## src/rtl/cnn_pkg.sv

```systemverilog
// Shared types and default image constants for the CNN ingest path.
package cnn_pkg;

    typedef enum logic [1:0] {
        IDLE      = 2'd0,
        UNPACK    = 2'd1,
        WAIT_CORE = 2'd2
    } ld_state_t;

    localparam int IMG_W_D    = 28;
    localparam int IMG_H_D    = 28;
    localparam int PIX_BITS_D = 1;

    function automatic bit pix_bits_legal(input int pb);
        return (pb == 1) || (pb == 2) || (pb == 4) || (pb == 8);
    endfunction

endpackage

```

## src/rtl/byte_unpacker.sv

```systemverilog
// Splits one byte into 8/PIX_BITS pixels, LSB field first, one pixel per cycle.
module byte_unpacker
    import cnn_pkg::*;
#(
    parameter int PIX_BITS = PIX_BITS_D
) (
    input  logic                clk,
    input  logic                rst,
    input  logic                load,
    input  logic [7:0]          byte_in,
    output logic [PIX_BITS-1:0] pix,
    output logic                pix_vld,
    output logic                last_pix
);

    localparam int PPB = 8 / PIX_BITS;
    localparam int PCW = (PPB > 1) ? $clog2(PPB) : 1;

    logic [7:0]     r_sh;
    logic [PCW-1:0] r_pc;
    logic           r_vld;
    logic           w_last;

    assign w_last = r_vld && (r_pc == PCW'(PPB - 1));

    // NOTE: non-blocking assignments keep every register update order-independent.
    always_ff @(posedge clk or posedge rst) begin
        if (rst) begin
            r_sh  <= '0;
            r_pc  <= '0;
            r_vld <= 1'b0;
        end else if (load) begin
            r_sh  <= byte_in;
            r_pc  <= '0;
            r_vld <= 1'b1;
        end else if (r_vld) begin
            r_sh  <= r_sh >> PIX_BITS;
            r_pc  <= r_pc + 1'b1;
            if (w_last) begin
                r_vld <= 1'b0;
            end
        end
    end

    assign pix      = r_sh[PIX_BITS-1:0];
    assign pix_vld  = r_vld;
    assign last_pix = w_last;

endmodule

```

## src/rtl/img_rx_loader.sv

```systemverilog
// Byte-stream to pixel-RAM loader with frame start, overrun detection and back-to-back frames.
// Optional idle-gap frame abort is built when RX_TIMEOUT_EN is defined.
module img_rx_loader
    import cnn_pkg::*;
#(
    parameter int IMG_W       = IMG_W_D,
    parameter int IMG_H       = IMG_H_D,
    parameter int PIX_BITS    = PIX_BITS_D,
    parameter int TIMEOUT_CYC = 65536
) (
    input  logic                               clk,
    input  logic                               rst,
    input  logic [7:0]                         rx_data,
    input  logic                               rx_rdy,
    input  logic                               core_done,
    output logic                               wr_en,
    output logic [$clog2(IMG_W*IMG_H)-1:0]     wr_addr,
    output logic [PIX_BITS-1:0]                wr_data,
    output logic                               start,
    output logic                               busy,
    output logic                               err
);

    localparam int NPIX   = IMG_W * IMG_H;
    localparam int NBYTES = NPIX * PIX_BITS / 8;
    localparam int AW     = $clog2(NPIX);
    localparam int PPB    = 8 / PIX_BITS;

    if (!pix_bits_legal(PIX_BITS) || (NBYTES * 8 != NPIX * PIX_BITS) ||
        (PPB * PIX_BITS != 8) || (TIMEOUT_CYC < 1)) begin : g_bad_cfg
        $error("img_rx_loader: illegal IMG_W/IMG_H/PIX_BITS/TIMEOUT_CYC combination");
    end

    ld_state_t           r_state;
    ld_state_t           w_next;
    logic [7:0]          r_hold;
    logic                r_hv;
    logic [AW-1:0]       r_addr;
    logic                r_err;
    logic                r_start;

    logic                w_load;
    logic [7:0]          w_byte_in;
    logic [PIX_BITS-1:0] w_pix;
    logic                w_pix_vld;
    logic                w_last_pix;
    logic                w_addr_max;
    logic                w_frame_last;
    logic                w_err_set;
    logic                w_abort;

    byte_unpacker #(
        .PIX_BITS (PIX_BITS)
    ) u_unpack (
        .clk      (clk),
        .rst      (rst),
        .load     (w_load),
        .byte_in  (w_byte_in),
        .pix      (w_pix),
        .pix_vld  (w_pix_vld),
        .last_pix (w_last_pix)
    );

    assign w_addr_max   = (r_addr == AW'(NPIX - 1));
    assign w_frame_last = w_last_pix && w_addr_max;

    // Byte routing: a byte landing exactly on the last pixel with hold empty goes straight to sh.
    // NOTE: every signal gets a default first so no path through the block infers a latch.
    always_comb begin
        w_load    = 1'b0;
        w_byte_in = rx_data;
        w_err_set = 1'b0;
        unique case (r_state)
            IDLE: begin
                w_load = rx_rdy;
            end
            UNPACK: begin
                if (w_last_pix && !w_frame_last) begin
                    if (r_hv) begin
                        w_load    = 1'b1;
                        w_byte_in = r_hold;
                    end else begin
                        w_load = rx_rdy;
                    end
                end
                w_err_set = rx_rdy && (r_hv || w_frame_last);
            end
            WAIT_CORE: begin
                w_load    = rx_rdy && core_done;
                w_err_set = rx_rdy && !core_done;
            end
            default: ;
        endcase
    end

    always_ff @(posedge clk or posedge rst) begin
        if (rst) begin
            r_state <= IDLE;
        end else begin
            r_state <= w_next;
        end
    end

    always_comb begin
        w_next = r_state;
        unique case (r_state)
            IDLE: begin
                if (rx_rdy) w_next = UNPACK;
            end
            UNPACK: begin
                if (w_frame_last) begin
                    w_next = WAIT_CORE;
                end else if (w_last_pix && !w_load) begin
                    w_next = IDLE;
                end
            end
            WAIT_CORE: begin
                if (core_done) w_next = rx_rdy ? UNPACK : IDLE;
            end
            default: w_next = IDLE;
        endcase
    end

    always_comb begin
        wr_en   = (r_state == UNPACK) && w_pix_vld;
        wr_addr = r_addr;
        wr_data = w_pix;
        start   = r_start;
        busy    = (r_state != IDLE);
        err     = r_err;
    end

    // Hold slot is freed on a byte's last pixel: either its content moves to sh or the frame ended.
    always_ff @(posedge clk or posedge rst) begin
        if (rst) begin
            r_hold <= '0;
            r_hv   <= 1'b0;
        end else if (w_abort) begin
            r_hv <= 1'b0;
        end else if (r_state == UNPACK) begin
            if (w_last_pix) begin
                r_hv <= 1'b0;
            end else if (rx_rdy && !r_hv) begin
                r_hold <= rx_data;
                r_hv   <= 1'b1;
            end
        end
    end

    always_ff @(posedge clk or posedge rst) begin
        if (rst) begin
            r_addr <= '0;
        end else if (w_abort) begin
            r_addr <= '0;
        end else if (w_pix_vld) begin
            r_addr <= w_addr_max ? '0 : r_addr + 1'b1;
        end
    end

    // A new error in the frame-completion cycle takes priority over the clear.
    always_ff @(posedge clk or posedge rst) begin
        if (rst) begin
            r_err   <= 1'b0;
            r_start <= 1'b0;
        end else begin
            r_start <= w_frame_last;
            if (w_err_set || w_abort) begin
                r_err <= 1'b1;
            end else if (w_frame_last) begin
                r_err <= 1'b0;
            end
        end
    end

`ifdef RX_TIMEOUT_EN
    localparam int TW = $clog2(TIMEOUT_CYC + 1);

    logic [TW-1:0] r_gap;
    logic          w_gap_run;

    assign w_gap_run = (r_state == IDLE) && (r_addr != '0) && !rx_rdy;
    assign w_abort   = w_gap_run && (r_gap == TW'(TIMEOUT_CYC - 1));

    always_ff @(posedge clk or posedge rst) begin
        if (rst) begin
            r_gap <= '0;
        end else if (w_gap_run && !w_abort) begin
            r_gap <= r_gap + 1'b1;
        end else begin
            r_gap <= '0;
        end
    end
`else
    assign w_abort = 1'b0;
`endif

endmodule

```

## config.mk

```make
export PLATFORM = sky130hd
export DESIGN_NAME = img_rx_loader
export DESIGN_NICKNAME = d
export VERILOG_FILES = /design/src/rtl/cnn_pkg.sv /design/src/rtl/byte_unpacker.sv /design/src/rtl/img_rx_loader.sv
export SDC_FILE = /design/constraint.sdc
export NUM_CORES = 1
export LEC_CHECK = 0
export CORE_MARGIN = 4
export CORE_UTILIZATION = 35
export DETAILED_ROUTE_END_ITERATION = 10
export PLACE_DENSITY_LB_ADDON = 0.2
export SYNTH_ARGS = -nofsm -noshare
export SYNTH_HDL_FRONTEND = slang
export SYNTH_SLANG_ARGS = --single-unit
```

## constraint.sdc

```tcl
create_clock -name clk -period 2.3 [get_ports clk]
set_clock_uncertainty 0.1 [all_clocks]
set_input_delay 0.46 -clock clk [delete_from_list [all_inputs] [get_ports clk]]
set_output_delay 0.46 -clock clk [all_outputs]
set_load 0.01 [all_outputs]
```

[Word level (Yosys, flattened, before mapping)]
Index checks and enable logic that the tools add are counted.
Word-level totals
  flip-flop bits (word level): 35
  bits of input ports: 12
  output and inout port bits: 15
  logic and storage cells: 66
Cells by class
  add/subtract/negate cells: 2
  equal/unequal tests: 7
  mux-type cells: 25
  bitwise gates (word level): 1
  reductions and logical operators: 22
Operators by type and width (number)
  2-to-1 mux 8 bit: 5
  adder 10 x 1 -> 10 bit, second input constant: 1
  == test 10 bit, second input constant: 1
  2-to-1 mux 1 bit: 10
  2-to-1 mux 10 bit: 1
  logical AND 1 bit: 9
  2-to-1 mux 2 bit: 4
  nonzero test 2 bit: 4
  2-to-1 mux 3 bit: 2
  one-hot mux 2 bit (3 select lines): 1
  AND reduction 3 bit: 2
  zero test 1 bit: 4
  != test 2 bit, second input constant: 2
  adder 3 x 1 -> 3 bit, second input constant: 1
  == test 3 bit, second input constant: 1
  != test 3 bit, second input constant: 1
  one-hot mux 1 bit (3 select lines): 1
  == test 2 x 1 -> 1 bit, second input constant: 1
  == test 2 bit, second input constant: 1
  zero test 2 bit: 1
  one-hot mux 1 bit (2 select lines): 1
  AND reduction 2 bit: 1
  logical OR 1 bit: 1
  NOT 1 bit: 1

[Longest topological paths before layout]
  depth in word-level cells: 12
  mapped depth: 7
  gate-level depth less buffers: 6

[Hierarchy]
A second synthesis with hierarchy kept.
Second synthesis, totals
  cells, all modules: 167
  area total of the unflattened synthesis: 1865.5 um^2
By module, submodules not included
  img_rx_loader: instances 1, cells each 115, area each 1283.7 um^2
  byte_unpacker: instances 1, cells each 52, area each 581.8 um^2

[Least setup slack after synthesis]
No wires, ideal clock.
  path type: reg2reg
  from: reg r_addr[4] (netlist: wr_addr[4])
  to: reg r_state[0]
  data arrival time: 1925 ps
  data required time: 2072 ps
  setup slack: 147 ps
  cell stages (with the launch flop): 6
  path buffers: 1
  clock period less this slack: 2153 ps
  cell sequence: dfrtp_1 or4_4 buf_6 nor4_4 o221ai_2 mux2_1
On the way
  cells in the longest elaborated chain, start to end: 10
  elaborated cells on any way between the ends: 12
  those cells by class: 2 x eq/ne; 4 x mux; 6 x reduce/logical
Ends and longest elaborated chain
  from (decl): line img_rx_loader.sv:38  | logic [AW-1:0] r_addr;
  from (signal assigned): line img_rx_loader.sv:156  | r_addr <= w_addr_max ? '0 : r_addr + 1'b1;
  == test 10 bit *: line img_rx_loader.sv:64  | assign w_addr_max = (r_addr == AW'(NPIX - 1));
  logical AND 1 bit *: line img_rx_loader.sv:65  | assign w_frame_last = w_last_pix && w_addr_max;
  named net w_frame_last: line img_rx_loader.sv:48  | logic w_frame_last;
  zero test 1 bit: line img_rx_loader.sv:78  | if (w_last_pix && !w_frame_last) begin
  logical AND 1 bit: line img_rx_loader.sv:78
  2-to-1 mux 1 bit: line img_rx_loader.sv:78
  one-hot mux 1 bit (3 select lines): line img_rx_loader.sv:73  | unique case (r_state)
  zero test 1 bit: line img_rx_loader.sv:113  | end else if (w_last_pix && !w_load) begin
  logical AND 1 bit: line img_rx_loader.sv:113
  != test 3 bit (no line)
  AND reduction 3 bit (no line)
  to (signal assigned): line img_rx_loader.sv:100  | r_state <= w_next;
  to (decl): line img_rx_loader.sv:34  | ld_state_t r_state;
Mark *: on every way through the listed nets, which the timed path passes. The rest lies on a longest branch.
A chain may end at the register's enable or synchronous reset.

[Final worst setup path]
  from: reg r_state[1]
  to: out busy
On the way
  cells in the longest elaborated chain, start to end: 1
Ends and longest elaborated chain
  nonzero test 2 bit: line img_rx_loader.sv:129  | busy = (r_state != IDLE);
  to (decl): line img_rx_loader.sv:20  | output logic busy,
Every way passes these cells.

==> impl_metrics.csv <==
group,metric,value,unit
floorplan,core-area,5070,sq um
logic_synthesis,synth_nets,177,
logic_synthesis,ys_seq_area_share,47.9,%
finish,design_area,2310,sq um
routing,routed_via_density,4.80,
pwr,power.density,1150,nW/um^2
clocking,max-clock-path-buffers,2,
critical_path,cp_slowest_cell,"clkdlybuf4s50_1",
critical_path,startpoint_type,"register",
sta,maxSlewViolCount,0,
worst_hold_path,min_from,"r_hold[0]",
logic_synthesis,synth-seq-cells,35,
finish,final_util,45.5,%
critical_path,crit_chain,"inv_1 -> ha_1 -> inv_1 -> clkdlybuf4s50_1",
pwr,seqPwrFrac,39.8,%
clocking,cts_tree,"done",
place,placed_cell_area,2220,sq um
sta,final.setup.tns,0,ns
logic_synthesis,syn_area,1830,sq um
critical_path,crit_path_frequent_cell,"inv_1",
floorplan,die-height,80.3,um
logic_synthesis,synth.area.top_cells,"dfrtp_1 48%, mux2i_1 13%, mux2_2 6.8%",
global_route,grt_max_degree,36,
logic_synthesis,synth_ff_type,"dfrtp_1",
place,gp_congestion,0.828,
global_route,track_usage,12.2,%
routing,first_pass_iters,4,
critical_path,worstPathArrival,1.63,ns
clocking,clk_latency,0.29,ns
floorplan,ios,27,
sta,fmax,456,MHz
logic_synthesis,synth_edf_count,0,
critical_path,crit_path_end_kind,"output pin",
clocking,cts_sinks,35,
clocking,cts_buffers,5,
finish,insertedDiodeCount,0,
logic_synthesis,yosysUniqueCellTypes,37,
logic_synthesis,synth.most_common_cell,"dfrtp_1",
global_route,antenna_found_initial,0,
critical_path,max_stage_delay,0.55,ns
finish,instances_no_fill,268,
routing,drtAntennaViolNets,0,
worst_hold_path,hold_class,"register to register",
sta,worst_pin_slew,0.451,ns
finish,final_nets,216,
routing,vias,1286,
sta,hold_viol,0,
finish,fill_cells,479,
sta,min_period_over_period,95.3,%
sta,setup_viol,0,
critical_path,reg2reg_depth,4,
floorplan,num_rows,26,
pwr,totalPowerFinal,2660,uW
floorplan,initial_utilization,36.0,%
logic_synthesis,synth-async-reset-ratio,100,%
critical_path,r2r-end,"r_state[0]",
logic_synthesis,synthTopCellsByCount,"35 x dfrtp_1, 24 x mux2i_1",
outcome,status,"finished clean",
critical_path,crit_required,1.74,ns
pwr,p_switching,945,uW
critical_path,r2r_start,"wr_addr[4]",
finish,area_growth,26.4,%
critical_path,r2r_slack,0.13,ns
clocking,clk_pin_slew,0.07,ns
sta,slew_headroom,70.0,%
pwr,cellLeakagePower,0.00114,uW
logic_synthesis,synth_top_area_share,47.9,%
pwr,intPower,1710,uW
logic_synthesis,yosysTopAreaCell,"dfrtp_1",
pwr,combPwrFrac,43.8,%
logic_synthesis,syn_inst,158,
routing,wire_per_inst,13.4,um
routing,finalWirelength,3580,um
sta,period_minus_slack,2.19,ns
critical_path,crit_path_end,"busy",
clocking,hold_buffers,0,
global_route,grt_overflow,0,
logic_synthesis,syn_area_per_cell,11.6,sq um
finish,drive_gt1_share,18.7,%
global_route,grt_pass1_wl,5960,um
place,port_buffers,26,
floorplan,dieWidth,80.3,um
pwr,p_clk_share,16.4,%
place,dp.cells,259,
pwr,ir_drop,0.409,mV
job,drv_cap,0,
pwr,swShare,35.6,%
critical_path,path_class,"register to output pin",
routing,dr.first_iter.drc_count,41,
clocking,root_buffer,"clkbuf_8",
floorplan,dieArea,6440,sq um
routing,drc_errors,0,
place,hpwlAfterDp,2600,um
critical_path,worstPathMaxFanout,3,
logic_synthesis,synth_warnings,0,
clocking,htreeDepth,2,
global_route,grt_pass1_vias,1261,
sta,rsz0062_at_grt,"no",
critical_path,startpoint,"r_state[1]",
-- how the worst min path moves through the flow --
stage	cells after the start	to	slack, ns
3_3_place_gp	1	r_hold[3]	0.39
5_1_grt	1	r_hold[5]	0.43
6_report	1	r_hold[0]	0.41
4_1_cts	1	r_hold[0]	0.41
2_1_floorplan	1	r_hold[0]	0.38
3_5_place_dp	1	r_hold[1]	0.39
-- placed cells by master (no fill, tap or decap), types with 4 or more instances in the layout --
| master | n |
|---|---|
| buf_4 | 10 |
| clkbuf_8 | 5 |
| clkdlybuf4s50_1 | 25 |
| dfrtp_1 | 35 |
| ha_1 | 6 |
| inv_1 | 11 |
| mux2_2 | 11 |
| mux2i_1 | 24 |
| nand2_1 | 11 |
| nand3_1 | 7 |
| nor2_1 | 11 |
| xnor2_1 | 4 |
-- sequential cells by signal, indices dropped and copies added, names as in the netlist --
name              count
wr_addr              10
r_hold                8
u_unpack.r_sh         8
u_unpack.r_pc         3
r_state               2
err                   1
r_hv                  1
start                 1
u_unpack.pix_vld      1
-- layout make-up --
type,instances,area [sq um],area share (%)
clock buffer,6,72.6,3.14
clock inverter,2,12.5,0.541
inverter,11,41.3,1.79
multi-input combinational,108,887,38.4
sequential,35,876,37.9
tap,70,87.6,3.79
timing repair buffer,36,334,14.5
-- metal layers --
metal  vias to the layer above  part of all wire [%]  routed length [um]  global-route usage, %
met4                         0                   1.3                  48                   5.57
met1                       630                    45                1600                   14.4
li1                        629                     -                   -                      -
met5                         -                     0                   0                      0
met2                        22                    49                1750                   20.0
met3                         5                   5.1                 181                   4.04
-- per-stage QoR --
step	setup WS, ns	hold WS [ns]
finish	0.108	0.408
global route	0.0442	0.430
CTS	0.0635	0.411
detailed placement	0.123	0.395
global placement	0.192	0.388
floorplan	0.147	0.380
-- power groups by stage --
stage	Clock (uW)	Sequential [uW]	Combinational, uW
finish	436	1060	1160
global route	481	1090	1300
CTS	449	1060	1170
detailed placement	0	1070	1160
global placement	0	1060	1130
floorplan	0	1060	771
-- critical path: cells and delay by family, from the launching register on --
| family | cells | cell delay [ns] |
|---|---|---|
| flip-flops | 1 | 0.39 |
| buffers and inverters | 3 | 0.75 |
| adder cells (fa/ha/maj) | 1 | 0.20 |
-- kinds of logic (layout without fill, tap and decap cells) --
kind of cell / Yosys count / after routing / synth area share [%]
DFF: 35 / 35 / 47.9
and+or+nand+nor: 41 / 41 / 11.8
AOI/OAI and AO/OA: 17 / 17 / 7.94
xor gates and xnor gates: 7 / 7 / 3.35
muxes: 36 / 36 / 20.5
adders and majority gates: 7 / 7 / 4.79
buffers and inverters: 15 / 55 / 3.70
-- repair_timing --
item	in CTS	in global routing
setup buffers	0	1
endpoints found under the setup margin	1	1
gates resized for setup	2	0
No activity file was read; power rests on OpenSTA's default activity.
